<file path="config.mk">
export PLATFORM = sky130hd
export DESIGN_NAME = sgbus_rx_pkt_gate
export DESIGN_NICKNAME = d
export VERILOG_FILES = /design/src/rtl/sgbus_pkg.sv /design/src/rtl/sgbus_idle_timer.sv /design/src/rtl/sgbus_rx_pkt_gate.sv
export SDC_FILE = /design/constraint.sdc
export NUM_CORES = 1
export LEC_CHECK = 0
export CORE_ASPECT_RATIO = 0.75
export CORE_UTILIZATION = 56
export DETAILED_ROUTE_END_ITERATION = 8
export PLACE_DENSITY = 0.79
export SLEW_MARGIN = 15
export SYNTH_ARGS = -nofsm -noshare
export SYNTH_HDL_FRONTEND = slang
export SYNTH_SLANG_ARGS = --single-unit
</file>
<file path="constraint.sdc">
create_clock -name clk -period 22.4 [get_ports clk]
set_input_delay 3.36 -clock clk [delete_from_list [all_inputs] [get_ports clk]]
set_output_delay 3.36 -clock clk [all_outputs]
set_load 0.02 [all_outputs]
</file>
<file path="src/rtl/sgbus_pkg.sv">
// SGBUS ingress packet gate: shared header layout, magic value and enum types.
// Also used by the downstream AXI-Lite mapping stage.
package sgbus_pkg;

    localparam int          HdrMagicLsb = 112;
    localparam int          HdrTypeLsb  = 64;
    localparam int          HdrLenLsb   = 0;
    localparam logic [15:0] SgbusMagic  = 16'h4859;

    typedef enum logic [15:0] {
        PKT_AXIL_RD = 16'd0,
        PKT_AXIL_WR = 16'd1
    } pkt_type_e;

    typedef enum logic [1:0] {
        DROP_BAD_MAGIC = 2'd0,
        DROP_BAD_LEN   = 2'd1,
        DROP_BAD_TYPE  = 2'd2,
        DROP_TIMEOUT   = 2'd3
    } drop_cause_e;

    typedef enum logic [1:0] {
        GATE_IDLE,
        GATE_COLLECT,
        GATE_DISCARD,
        GATE_RELEASE
    } gate_state_e;

    typedef struct packed {
        logic [15:0] magic;
        logic [15:0] type_id;
        logic [15:0] len;
    } sgbus_hdr_t;

    function automatic logic type_known(input logic [15:0] t);
        return (t == PKT_AXIL_RD) || (t == PKT_AXIL_WR);
    endfunction

endpackage

</file>
<file path="src/rtl/sgbus_idle_timer.sv">
// Idle-cycle watchdog: counts armed cycles without activity and strobes
// once when TimeoutCycles consecutive idle cycles have elapsed.
module sgbus_idle_timer #(
    parameter int TimeoutCycles = 1024
) (
    input  logic clk,
    input  logic reset,
    input  logic run_i,
    input  logic clear_i,
    output logic expire_o
);
    localparam int              CntW    = $clog2(TimeoutCycles + 1);
    localparam logic [CntW-1:0] LastCnt = CntW'(TimeoutCycles - 1);

    logic [CntW-1:0] cnt_q, cnt_d;

    // Activity in the would-be expiry cycle wins over the timeout.
    assign expire_o = run_i && !clear_i && (cnt_q == LastCnt);

    always_comb begin
        cnt_d = cnt_q + CntW'(1);
        if (!run_i || clear_i || expire_o) cnt_d = '0;
    end

    always_ff @(posedge clk) begin
        if (reset) cnt_q <= '0;
        else       cnt_q <= cnt_d;
    end

endmodule

</file>
<file path="src/rtl/sgbus_rx_pkt_gate.sv">
// Store-and-forward ingress gate: validates SGBUS headers, buffers whole
// packets and releases only complete, well-formed ones downstream.
module sgbus_rx_pkt_gate
    import sgbus_pkg::*;
#(
    parameter int          DataWidth     = 128,
    parameter int          MaxPayload    = 3,
    parameter int          TimeoutCycles = 1024,
    parameter logic [15:0] Magic         = SgbusMagic
) (
    input  logic                 clk,
    input  logic                 reset,
    input  logic                 s_axis_tvalid,
    output logic                 s_axis_tready,
    input  logic [DataWidth-1:0] s_axis_tdata,
    output logic                 m_axis_tvalid,
    input  logic                 m_axis_tready,
    output logic [DataWidth-1:0] m_axis_tdata,
    output logic                 drop_pulse,
    output logic [1:0]           drop_cause,
    output logic [15:0]          drop_cnt
);
    localparam int          Depth  = MaxPayload + 1;
    localparam int          PtrW   = $clog2(Depth);
    localparam logic [15:0] MaxLen = 16'(MaxPayload);

    gate_state_e          state_q;
    logic [DataWidth-1:0] buf_q [Depth];
    logic [PtrW-1:0]      wr_ptr_q, rd_ptr_q, remaining_q, len_q;
    logic                 s_ready_q, m_valid_q;
    logic [DataWidth-1:0] m_data_q;
    logic                 drop_pulse_q;
    drop_cause_e          drop_cause_q;
    logic [15:0]          drop_cnt_q, drop_cnt_d;

    sgbus_hdr_t      hdr;
    logic            s_fire, m_fire;
    logic            hdr_len_ok, hdr_accept, hdr_keep;
    logic            timer_run, timer_expire;
    logic            drop_ev;
    drop_cause_e     drop_ev_cause;
    logic            buf_we;
    logic [PtrW-1:0] buf_waddr, rd_ptr_nxt;

    assign hdr.magic   = s_axis_tdata[HdrMagicLsb +: 16];
    assign hdr.type_id = s_axis_tdata[HdrTypeLsb +: 16];
    assign hdr.len     = s_axis_tdata[HdrLenLsb +: 16];

    assign s_fire     = s_axis_tvalid && s_ready_q;
    assign m_fire     = m_valid_q && m_axis_tready;
    assign hdr_len_ok = (hdr.len != 16'd0) && (hdr.len <= MaxLen);
    assign hdr_accept = (hdr.magic == Magic) && hdr_len_ok;
    assign hdr_keep   = hdr_accept && type_known(hdr.type_id);
    assign rd_ptr_nxt = rd_ptr_q + PtrW'(1);

    assign timer_run = (state_q == GATE_COLLECT) || (state_q == GATE_DISCARD);

    sgbus_idle_timer #(
        .TimeoutCycles(TimeoutCycles)
    ) u_idle_timer (
        .clk      (clk),
        .reset    (reset),
        .run_i    (timer_run),
        .clear_i  (s_fire),
        .expire_o (timer_expire)
    );

    // Unknown-type packets are reported once on entry to DISCARD, so a later
    // DISCARD timeout stays silent.
    always_comb begin
        drop_ev       = 1'b0;
        drop_ev_cause = DROP_BAD_MAGIC;
        if (state_q == GATE_IDLE && s_fire) begin
            if (hdr.magic != Magic) begin
                drop_ev       = 1'b1;
                drop_ev_cause = DROP_BAD_MAGIC;
            end else if (!hdr_len_ok) begin
                drop_ev       = 1'b1;
                drop_ev_cause = DROP_BAD_LEN;
            end else if (!type_known(hdr.type_id)) begin
                drop_ev       = 1'b1;
                drop_ev_cause = DROP_BAD_TYPE;
            end
        end else if (state_q == GATE_COLLECT && timer_expire) begin
            drop_ev       = 1'b1;
            drop_ev_cause = DROP_TIMEOUT;
        end
    end

    always_comb begin
        drop_cnt_d = drop_cnt_q;
        if (drop_ev && drop_cnt_q != 16'hFFFF) drop_cnt_d = drop_cnt_q + 16'd1;
    end

    assign buf_we    = s_fire && ((state_q == GATE_IDLE && hdr_keep) || state_q == GATE_COLLECT);
    assign buf_waddr = (state_q == GATE_IDLE) ? '0 : wr_ptr_q;

    always_ff @(posedge clk) begin
        if (buf_we) buf_q[buf_waddr] <= s_axis_tdata;
    end

    always_ff @(posedge clk) begin
        if (reset) begin
            state_q      <= GATE_IDLE;
            wr_ptr_q     <= '0;
            rd_ptr_q     <= '0;
            remaining_q  <= '0;
            len_q        <= '0;
            s_ready_q    <= 1'b1;
            m_valid_q    <= 1'b0;
            m_data_q     <= '0;
            drop_pulse_q <= 1'b0;
            drop_cause_q <= DROP_BAD_MAGIC;
            drop_cnt_q   <= '0;
        end else begin
            drop_pulse_q <= drop_ev;
            drop_cnt_q   <= drop_cnt_d;
            if (drop_ev) drop_cause_q <= drop_ev_cause;

            unique case (state_q)
                GATE_IDLE: begin
                    if (s_fire && hdr_accept) begin
                        remaining_q <= hdr.len[PtrW-1:0];
                        len_q       <= hdr.len[PtrW-1:0];
                        if (hdr_keep) begin
                            wr_ptr_q <= PtrW'(1);
                            state_q  <= GATE_COLLECT;
                        end else begin
                            state_q  <= GATE_DISCARD;
                        end
                    end
                end
                GATE_COLLECT: begin
                    if (s_fire) begin
                        wr_ptr_q    <= wr_ptr_q + PtrW'(1);
                        remaining_q <= remaining_q - PtrW'(1);
                        // Header sits in buf_q[0] already; preload it so the
                        // first beat is valid the cycle after the last write.
                        if (remaining_q == PtrW'(1)) begin
                            state_q   <= GATE_RELEASE;
                            rd_ptr_q  <= '0;
                            m_data_q  <= buf_q[0];
                            s_ready_q <= 1'b0;
                            m_valid_q <= 1'b1;
                        end
                    end else if (timer_expire) begin
                        state_q <= GATE_IDLE;
                    end
                end
                GATE_DISCARD: begin
                    if (s_fire) begin
                        remaining_q <= remaining_q - PtrW'(1);
                        if (remaining_q == PtrW'(1)) state_q <= GATE_IDLE;
                    end else if (timer_expire) begin
                        state_q <= GATE_IDLE;
                    end
                end
                GATE_RELEASE: begin
                    if (m_fire) begin
                        rd_ptr_q <= rd_ptr_nxt;
                        if (rd_ptr_q == len_q) begin
                            state_q   <= GATE_IDLE;
                            s_ready_q <= 1'b1;
                            m_valid_q <= 1'b0;
                        end else begin
                            m_data_q  <= buf_q[rd_ptr_nxt];
                        end
                    end
                end
                default: state_q <= GATE_IDLE;
            endcase
        end
    end

    assign s_axis_tready = s_ready_q;
    assign m_axis_tvalid = m_valid_q;
    assign m_axis_tdata  = m_data_q;
    assign drop_pulse    = drop_pulse_q;
    assign drop_cause    = drop_cause_q;
    assign drop_cnt      = drop_cnt_q;

endmodule

</file>
## Word-level counts from Yosys, hierarchy flattened

Memories as Yosys holds them, arrays and structs flattened.
Cells that the tools add are included.

| storage, ports and cells | value |
|---|---|
| word-level logic and storage cells | 122 |
| output and inout bits | 149 |
| bits in registers | 170 |
| memories kept | 1 |
| RAM bits | 512 |

| operators by class | value |
|---|---|
| $add $sub $neg | 5 |
| reductions and logical operators | 35 |
| eq/ne operators | 20 |
| muxes and demuxes | 48 |
| magnitude comparators | 1 |

Memories:

| name | depth | bits a word | read ports | clocked after memory_dff | wr ports | line | RTL |
|---|---|---|---|---|---|---|---|
| buf_q | 4 | 128 | 2 | 0 | 1 | sgbus_rx_pkt_gate.sv:28 | `logic [DataWidth-1:0] buf_q [Depth];` |

Operator list:

| operator | count |
|---|---|
| $mux 128 | 4 |
| $pmux 128 s2 | 1 |
| $mux 2 | 22 |
| $add 16x1->16 const B | 1 |
| $eq 16x1->1 const B | 1 |
| $eq 16x15->1 const B | 1 |
| $le 16x2->1 const B | 1 |
| $logic_not 16->1 | 1 |
| $ne 16x15->1 const B | 1 |
| $ne 16x16->1 const B | 1 |
| $reduce_bool 16->1 | 1 |
| $mux 1 | 15 |
| $reduce_and 5->1 | 3 |
| $logic_and 1x1->1 | 13 |
| $pmux 2 s2 | 3 |
| $add 11x1->11 const B | 1 |
| $eq 11x10->1 const B | 1 |
| $ne 2x2->1 const B | 5 |
| $pmux 2 s4 | 1 |
| $reduce_and 4->1 | 2 |
| $ne 2x1->1 const B | 3 |
| $ne 3x2->1 const B | 2 |
| $reduce_bool 2->1 | 3 |
| $logic_or 1x1->1 | 5 |
| 11 further kinds | 17 |

## Longest topological paths before layout

Gate-level depths: netlist of the first run.

| depth | value |
|---|---|
| depth in word-level cells | 9 |
| mapped depth | 10 |
| gate-level depth less buffers | 8 |

## Cells and area by module

Synthesis of the first run repeated with hierarchy kept, for this count alone.

| second synthesis, totals | value |
|---|---|
| cell total of the unflattened synthesis | 1,806 |
| area, all modules | 25,625.8 sq um |

Modules (own cells, without submodules):

| module | cells each | instances | area each (sq um) |
|---|---|---|---|
| sgbus_rx_pkt_gate | 1,755 | 1 | 25,105.3 |
| sgbus_idle_timer | 51 | 1 | 520.5 |

## Worst setup path after synthesis of the first run

OpenSTA, ideal clock, no wires.

| timing | value |
|---|---|
| path type | input-to-reg |
| start point | input s_axis_tvalid |
| end point | memory buf_q[1][0] (enable) |
| data arrival time | 15,797 ps |
| data required time | 21,470 ps |
| path buffers | 1 |
| setup slack | 5,673 ps |
| stages | 3 |
| cell sequence | nand2_1 > clkbuf_1 > nor4_1 |

| on the way | value |
|---|---|
| longest elaborated chain between the ends | 4 |

Ends and longest elaborated chain:

| what | line | RTL |
|---|---|---|
| start, declared | sgbus_rx_pkt_gate.sv:13 | `input logic s_axis_tvalid,` |
| $logic_and 1x1->1 | sgbus_rx_pkt_gate.sv:49 | `assign s_fire = s_axis_tvalid && s_ready_q;` |
| $logic_and 1x1->1 | sgbus_rx_pkt_gate.sv:95 | `assign buf_we = s_fire && ((state_q == GATE_IDLE && hdr_keep) \|\| state_q == GATE_COLLECT);` |
| $mux 1 | sgbus_rx_pkt_gate.sv:99 | `if (buf_we) buf_q[buf_waddr] <= s_axis_tdata;` |
| $mux 1 (implied by the code) | sgbus_rx_pkt_gate.sv:99 |  |
| end, declared | sgbus_rx_pkt_gate.sv:28 |  |

No other way between the ends.

## Worst setup path after layout of the first run

| timing | value |
|---|---|
| start point | input s_axis_tdata[119] |
| end point | memory buf_q[0][43] (enable) |

| on the way | value |
|---|---|
| longest elaborated chain between the ends | 8 |

Ends and longest elaborated chain:

| what | line | RTL |
|---|---|---|
| start, declared | sgbus_rx_pkt_gate.sv:15 | `input logic [DataWidth-1:0] s_axis_tdata,` |
| $eq 16x15->1 | sgbus_rx_pkt_gate.sv:52 | `assign hdr_accept = (hdr.magic == Magic) && hdr_len_ok;` |
| $logic_and 1x1->1 | sgbus_rx_pkt_gate.sv:52 |  |
| $logic_and 1x1->1 | sgbus_rx_pkt_gate.sv:53 | `assign hdr_keep = hdr_accept && type_known(hdr.type_id);` |
| $logic_and 1x1->1 | sgbus_rx_pkt_gate.sv:95 |  |
| $logic_or 1x1->1 | sgbus_rx_pkt_gate.sv:95 |  |
| $logic_and 1x1->1 | sgbus_rx_pkt_gate.sv:95 |  |
| $mux 1 | sgbus_rx_pkt_gate.sv:99 |  |
| $mux 1 (implied by the code) | sgbus_rx_pkt_gate.sv:99 |  |

No other way between the ends.

==> results of run 1 <==
[worst paths after layout]
check,start,end,depth (start not counted)
max,s_axis_tdata[119],buf_q[0][43],7
min,remaining_q[1],remaining_q[1],2
max reg2reg,state_q[0],m_axis_tdata[120],8
min reg2reg,remaining_q[1],remaining_q[1],2
[cell families (layout without fill, tap and decap cells)]
kind of cell,Yosys count,count (layout),share of synthesized area
simple gates,384,384,0.0639
compound gates,445,445,0.118
xor+xnor,22,22,0.00754
other cells,0,5,0
buf+inv,137,429,0.0206
mux,130,130,0.0510
flops,682,682,0.735
fa+ha+maj,7,7,0.00343
[synth_stat cells (2+ instances only)]
library cell	count
a22oi_1	129
nand2b_1	2
buf_1	15
nand4_1	6
nor4_1	8
dfxtp_1	170
xnor2_1	19
and4_1	2
o21ai_0	137
ha_1	7
or4_1	2
a31oi_1	2
nand2_1	153
nor3_1	5
and3_1	2
nor4bb_1	2
xor2_1	3
a2bb2oi_1	2
a211oi_2	2
nand3_1	14
edfxtp_1	512
nor2_1	171
a2111oi_0	7
clkbuf_1	103
a211oi_1	136
nor2b_1	3
nor4b_2	2
a21oi_1	15
inv_1	10
mux2i_1	129
a311oi_1	2
buf_2	9
or3_1	5
[area by class of cell]
type,count,area (um2),area share
Sequential cell,682,18800,0.607
Multi-Input combinational cell,988,6310,0.204
Timing Repair Buffer,303,2980,0.0961
Clock buffer,88,1730,0.0558
Tap cell,586,733,0.0237
Clock inverter,28,380,0.0123
Inverter,10,37.5,0.00121
Antenna cell,5,12.5,0.000404
[power by group]
group | leakage, nW | internal (W) | switching [W] | total (W)
combinational | 2.33 | 0.0000234 | 0.0000233 | 0.0000467
sequential | 5.97 | 0.00136 | 0.000000915 | 0.00136
clock | 1.02 | 0.000631 | 0.000451 | 0.00108
total | 9.32 | 0.00201 | 0.000475 | 0.00248
[sequential cells by signal, indices dropped and copies added (netlist names)]
signal              flops
wr_ptr_q                2
rd_ptr_q                2
remaining_q             2
drop_pulse              1
u_idle_timer.cnt_q     11
s_axis_tready           1
m_axis_tdata          128
drop_cnt               16
buf_q                 512
drop_cause              2
m_axis_tvalid           1
len_q                   2
state_q                 2
[metal layers]
layer | vias to the layer above | global-route usage | share of wire | wire length, um
li1 | 7375 | - | - | -
met1 | 7997 | 0.333 | 0.41 | 24400
met2 | 620 | 0.415 | 0.49 | 28700
met3 | 117 | 0.0463 | 0.071 | 4200
met4 | 2 | 0.0941 | 0.029 | 1740
met5 | - | 0 | 0.00020 | 12
[stage by stage]
stage | worst slack [ns] | utilization | instance area, um2 | total power (W)
floorplan | 5.67 | - | 25500 | 0.00139
global placement | 14.97 | 0.643 | 28800 | 0.00143
detailed placement | 14.93 | 0.643 | 28800 | 0.00143
CTS | 15.56 | 0.690 | 30900 | 0.00250
global route | 15.45 | 0.690 | 31000 | 0.00255
finish | 15.48 | 0.690 | 31000 | 0.00248
[critical path, cell delays in order]
cell	delay [ns]
clkdlybuf4s50_1	0.54
nor4bb_1	0.78
nand4_1	0.49
or3_1	0.59
or2_4	0.33
a21oi_4	0.16
buf_4	0.79
==> results.tsv, run 1 <==
metric	value	unit
status	finished, final reports clean	
placed insts	2569	
final setup TNS	0	ns
Port Buffer Count	280	
Slew headroom	0.277	
clock-pin slew on the worst setup and hold paths	0.07	ns
Cell Area, Synth	0.0255	mm2
Yosys reg bits	682	
gpl congestion	0.817	
io pins	281	
Clock Skew	0.0227	ns
grt ovf	0	
Peak VDD IR	65.3	uV
post-DR wirelength/cell	21.9	um
post-CTS setup buffers	0	
Least-Margin Pin Slew	1.09	ns
commonest non-fill, non-tap cell in the layout	edfxtp_1	
first-pass GRT wire length	91100	um
Max Cap Violations	0	
vias in the first global route	16300	
Initial Utilization	0.569	
Finish-stage setup viols	0	
CTS tree	yes	
min Tclk post-route	6.92	ns
Max Root-Sink Buffers	3	
number of remaining DRC errors	0	
final WL	59000	um
Final nets	2185	
all-layer global routing usage	0.251	
DR vias	16100	
CP required	22.61	ns
Avg Cell Area, Syn	14.1	um2
count of cell types in the netlist	54	
Cell Count, Final, Fillers Out	2690	
EDFF count, synth	512	
Crit Path Class	input port to register	
layout cell share with drive strength beyond 1	0.0677	
crit path max fanout	68	
CTS Buf Count	61	
Synthesized Nets	1946	
post-synthesis cell count	1807	
cts hold-fix bufs	0	
clk_lat worst skew	0.61	ns
Critical Path Sink Type	register	
area leader, netlist	edfxtp_1	
final hold violation count	0	
Detail Route Antenna Nets	0	
First-pass DRT Iterations	6	
initial antenna violation count	7	
R2R Setup Slk	17.87	ns
yosys warns	0	
Worst EP arrival	7.14	ns
dominant synthesized flop cell	edfxtp_1	
fin crit share	0.309	
post-CTS sizing	0	
Synth top area share	0.602	
core outline area	0.0448	mm2
HP Class	register to register	
register area share after synthesis	0.735	
H-tree Lvls	2	
Worst setup SP type	input port	
fill count	2934	
Detailed Route Iter0 Violations	1316	
die area	0.0465	mm2
Area Overhead vs Synth	21.2	%
P per Cell Area	80.3	mW/mm2
TritonCTS Sinks	682	
detailed placer's ending HPWL	33100	um
ys async rst share	0	
maximum clock frequency	144	MHz
largest net degree at the start of global routing	88	
die width	249	um
Area contributors post-synth	edfxtp_1, dfxtp_1, mux2i_1	
die height	187	um
max-slew violations	0	
RSZ-0062 raised after global routing	no	
commonest non-fill, non-tap cells in the layout	edfxtp_1, clkdlybuf4s50_1, nor2_1	
Min Hold Slack	0.476	ns
Leak	9.32	nW
vias per cell	5.99	
Root Driver	clkbuf_16	
num rows	67	
(Power assumes the default switching activity.)
==> run 2, diff against run 1 <==
==> constraint.sdc (replaced) <==
create_clock -name clk -period 7.25 [get_ports clk]
set_input_delay 1.0875 -clock clk [delete_from_list [all_inputs] [get_ports clk]]
set_output_delay 1.0875 -clock clk [all_outputs]
set_load 0.02 [all_outputs]
==> run 2 against run 1 <==
Final area decreased by 0.23%; via count decreased by 0.14%; combinational power increased to 3.1 times the previous value; global-route usage increased by 0.23 points; sequential power increased to 3.1 times the previous value; die area unchanged; register-to-register slack got worse by 14 ns; final cell count decreased by 0.26%; first-iteration DRC count decreased by 1.2%; sequential share of layout area increased by 0.14 points; largest cell class unchanged.
==> results.tsv, run 2 (synthesis results as in run 1) <==
metric	value	unit	change
HP Class	register to register		unchanged
TritonCTS Sinks	682		unchanged
Leak	9.28	nW	was 9.32 nW
num rows	67		unchanged
status	finished, final reports clean		unchanged
Port Buffer Count	280		unchanged
die height	187	um	unchanged
CTS tree	yes		unchanged
Detail Route Antenna Nets	0		unchanged
cts hold-fix bufs	0		unchanged
CP required	7.51	ns	was 22.61 ns
Least-Margin Pin Slew	1.14	ns	was 1.09 ns
detailed placer's ending HPWL	31800	um	was 33100 um
Finish-stage setup viols	0		unchanged
Crit Path Class	input port to register		unchanged
worst-path cell chain	clkdlybuf4s50_1 -> nor4bb_1 -> nand4_1 -> or3_1 -> or2_4 -> a21oi_4 -> buf_12		was clkdlybuf4s50_1 -> nor4bb_1 -> nand4_1 -> or3_1 -> or2_4 -> a21oi_4 -> buf_4
die width	249	um	unchanged
H-tree Lvls	2		unchanged
final WL	59100	um	was 59000 um
post-CTS setup buffers	0		unchanged
Root Driver	clkbuf_16		unchanged
Min Hold Slack	0.461	ns	was 0.476 ns
Max Root-Sink Buffers	3		unchanged
all-layer global routing usage	0.253		was 0.251
Clock Skew	0.0225	ns	was 0.0227 ns
Max Cap Violations	0		unchanged
CTS Buf Count	61		unchanged
Peak VDD IR	215	uV	was 65.3 uV
io pins	281		unchanged
layout cell share with drive strength beyond 1	0.0663		was 0.0677
core outline area	0.0448	mm2	unchanged
sum of buffers and inverters on the critical path	2		unchanged
number of remaining DRC errors	0		unchanged
Detailed Route Iter0 Violations	1300		was 1316
Critical Path Sink Type	register		unchanged
clock-pin slew on the worst setup and hold paths	0.06	ns	was 0.07 ns
post-CTS sizing	0		unchanged
CP max-delay cell	or3_1		was buf_4
P per Cell Area	243	mW/mm2	was 80.3 mW/mm2
Worst EP arrival	4.51	ns	was 7.14 ns
max FFs per register	512		unchanged
delay-heaviest family, CP	simple AND/OR/NAND/NOR gates		unchanged
Worst setup SP type	input port		unchanged
post-DR wirelength/cell	22.0	um	was 21.9 um
Post-Layout Inst Area	0.0309	mm2	was 0.0310 mm2
grt ovf	0		unchanged
die area	0.0465	mm2	unchanged
commonest non-fill, non-tap cell in the layout	edfxtp_1		unchanged
placed insts	2566		was 2569
Cell Count, Final, Fillers Out	2683		was 2690
maximum clock frequency	235	MHz	
final hold violation count	0		unchanged
crit path max fanout	61		was 68
max incr delay on CP	0.64	ns	was 0.79 ns
initial antenna violation count	4		was 7
vias in the first global route	16000		was 16300
Largest Register	buf_q		unchanged
total placed instance area	0.0289	mm2	was 0.0288 mm2
RSZ-0062 raised after global routing	no		unchanged
Initial Utilization	0.569		unchanged
DR vias	16100		about the same
max-slew violations	0		unchanged
first-pass GRT wire length	91400	um	was 91100 um
commonest non-fill, non-tap cells in the layout	edfxtp_1, clkdlybuf4s50_1, nor2_1		unchanged
Slew headroom	0.243		was 0.277
vias per cell	6.00		was 5.99
min Tclk post-route	4.25	ns	
largest net degree at the start of global routing	157		was 88
gpl congestion	0.802		was 0.817
Area Overhead vs Synth	21.0	%	was 21.2%
clk_lat worst skew	0.63	ns	was 0.61 ns
First-pass DRT Iterations	6		unchanged
fin crit share	0.586		
final setup TNS	0	ns	unchanged
Final nets	2182		was 2185
==> run 2: cell types whose count changed in the layout (fill, tap and decap cells not counted), sizes merged <==
| cell | delta |
|---|---|
| bufinv | -4 |
| inv | -2 |
| buf | -3 |
| diode | -3 |
| clkbuf | -6 |
| clkinv | +11 |
==> run 2: power by group <==
part,internal (W),switching [W]
sequential,0.00419,0.00000265
combinational,0.0000723,0.0000706
clock,0.00180,0.00139
==> run 2: through the flow <==
stage / setup slack, ns / utilization / total power [W]
floorplan: -0.0866 / - / 0.00430
global placement: 2.57 / 0.644 / 0.00441
detailed placement: 2.50 / 0.644 / 0.00442
CTS: 3.13 / 0.689 / 0.00757
global route: 2.92 / 0.689 / 0.00773
finish: 3.00 / 0.689 / 0.00752
==> run 2: final cells by class <==
cell class	instances	area (um2)
timing repair buffer	300	3020
antenna	2	5.00
tap	586	733
inverter	10	37.5
sequential	682	18800
clock inverter	33	280
fill	2963	14000
clock buffer	82	1720
multi-input combinational	988	6320
==> run 2: worst paths after layout <==
check	from	end	slack, ns	cells after the start
max	s_axis_tdata[118]	buf_q[0][127]	3.00	7
min reg2reg	u_idle_timer.cnt_q[0]	u_idle_timer.cnt_q[0]	0.46	1
min	u_idle_timer.cnt_q[0]	u_idle_timer.cnt_q[0]	0.46	1
max reg2reg	rd_ptr_q[0]	m_axis_tdata[77]	3.75	5
==> run 2: metal layers <==
layer,routed length [um],GRT usage,part of all wire,up-vias
met2,29200,0.424,0.49,593
met4,1400,0.0793,0.024,4
li1,-,-,-,7375
met3,4140,0.0458,0.070,84
met5,23,0,0.00039,-
met1,24400,0.339,0.41,8033
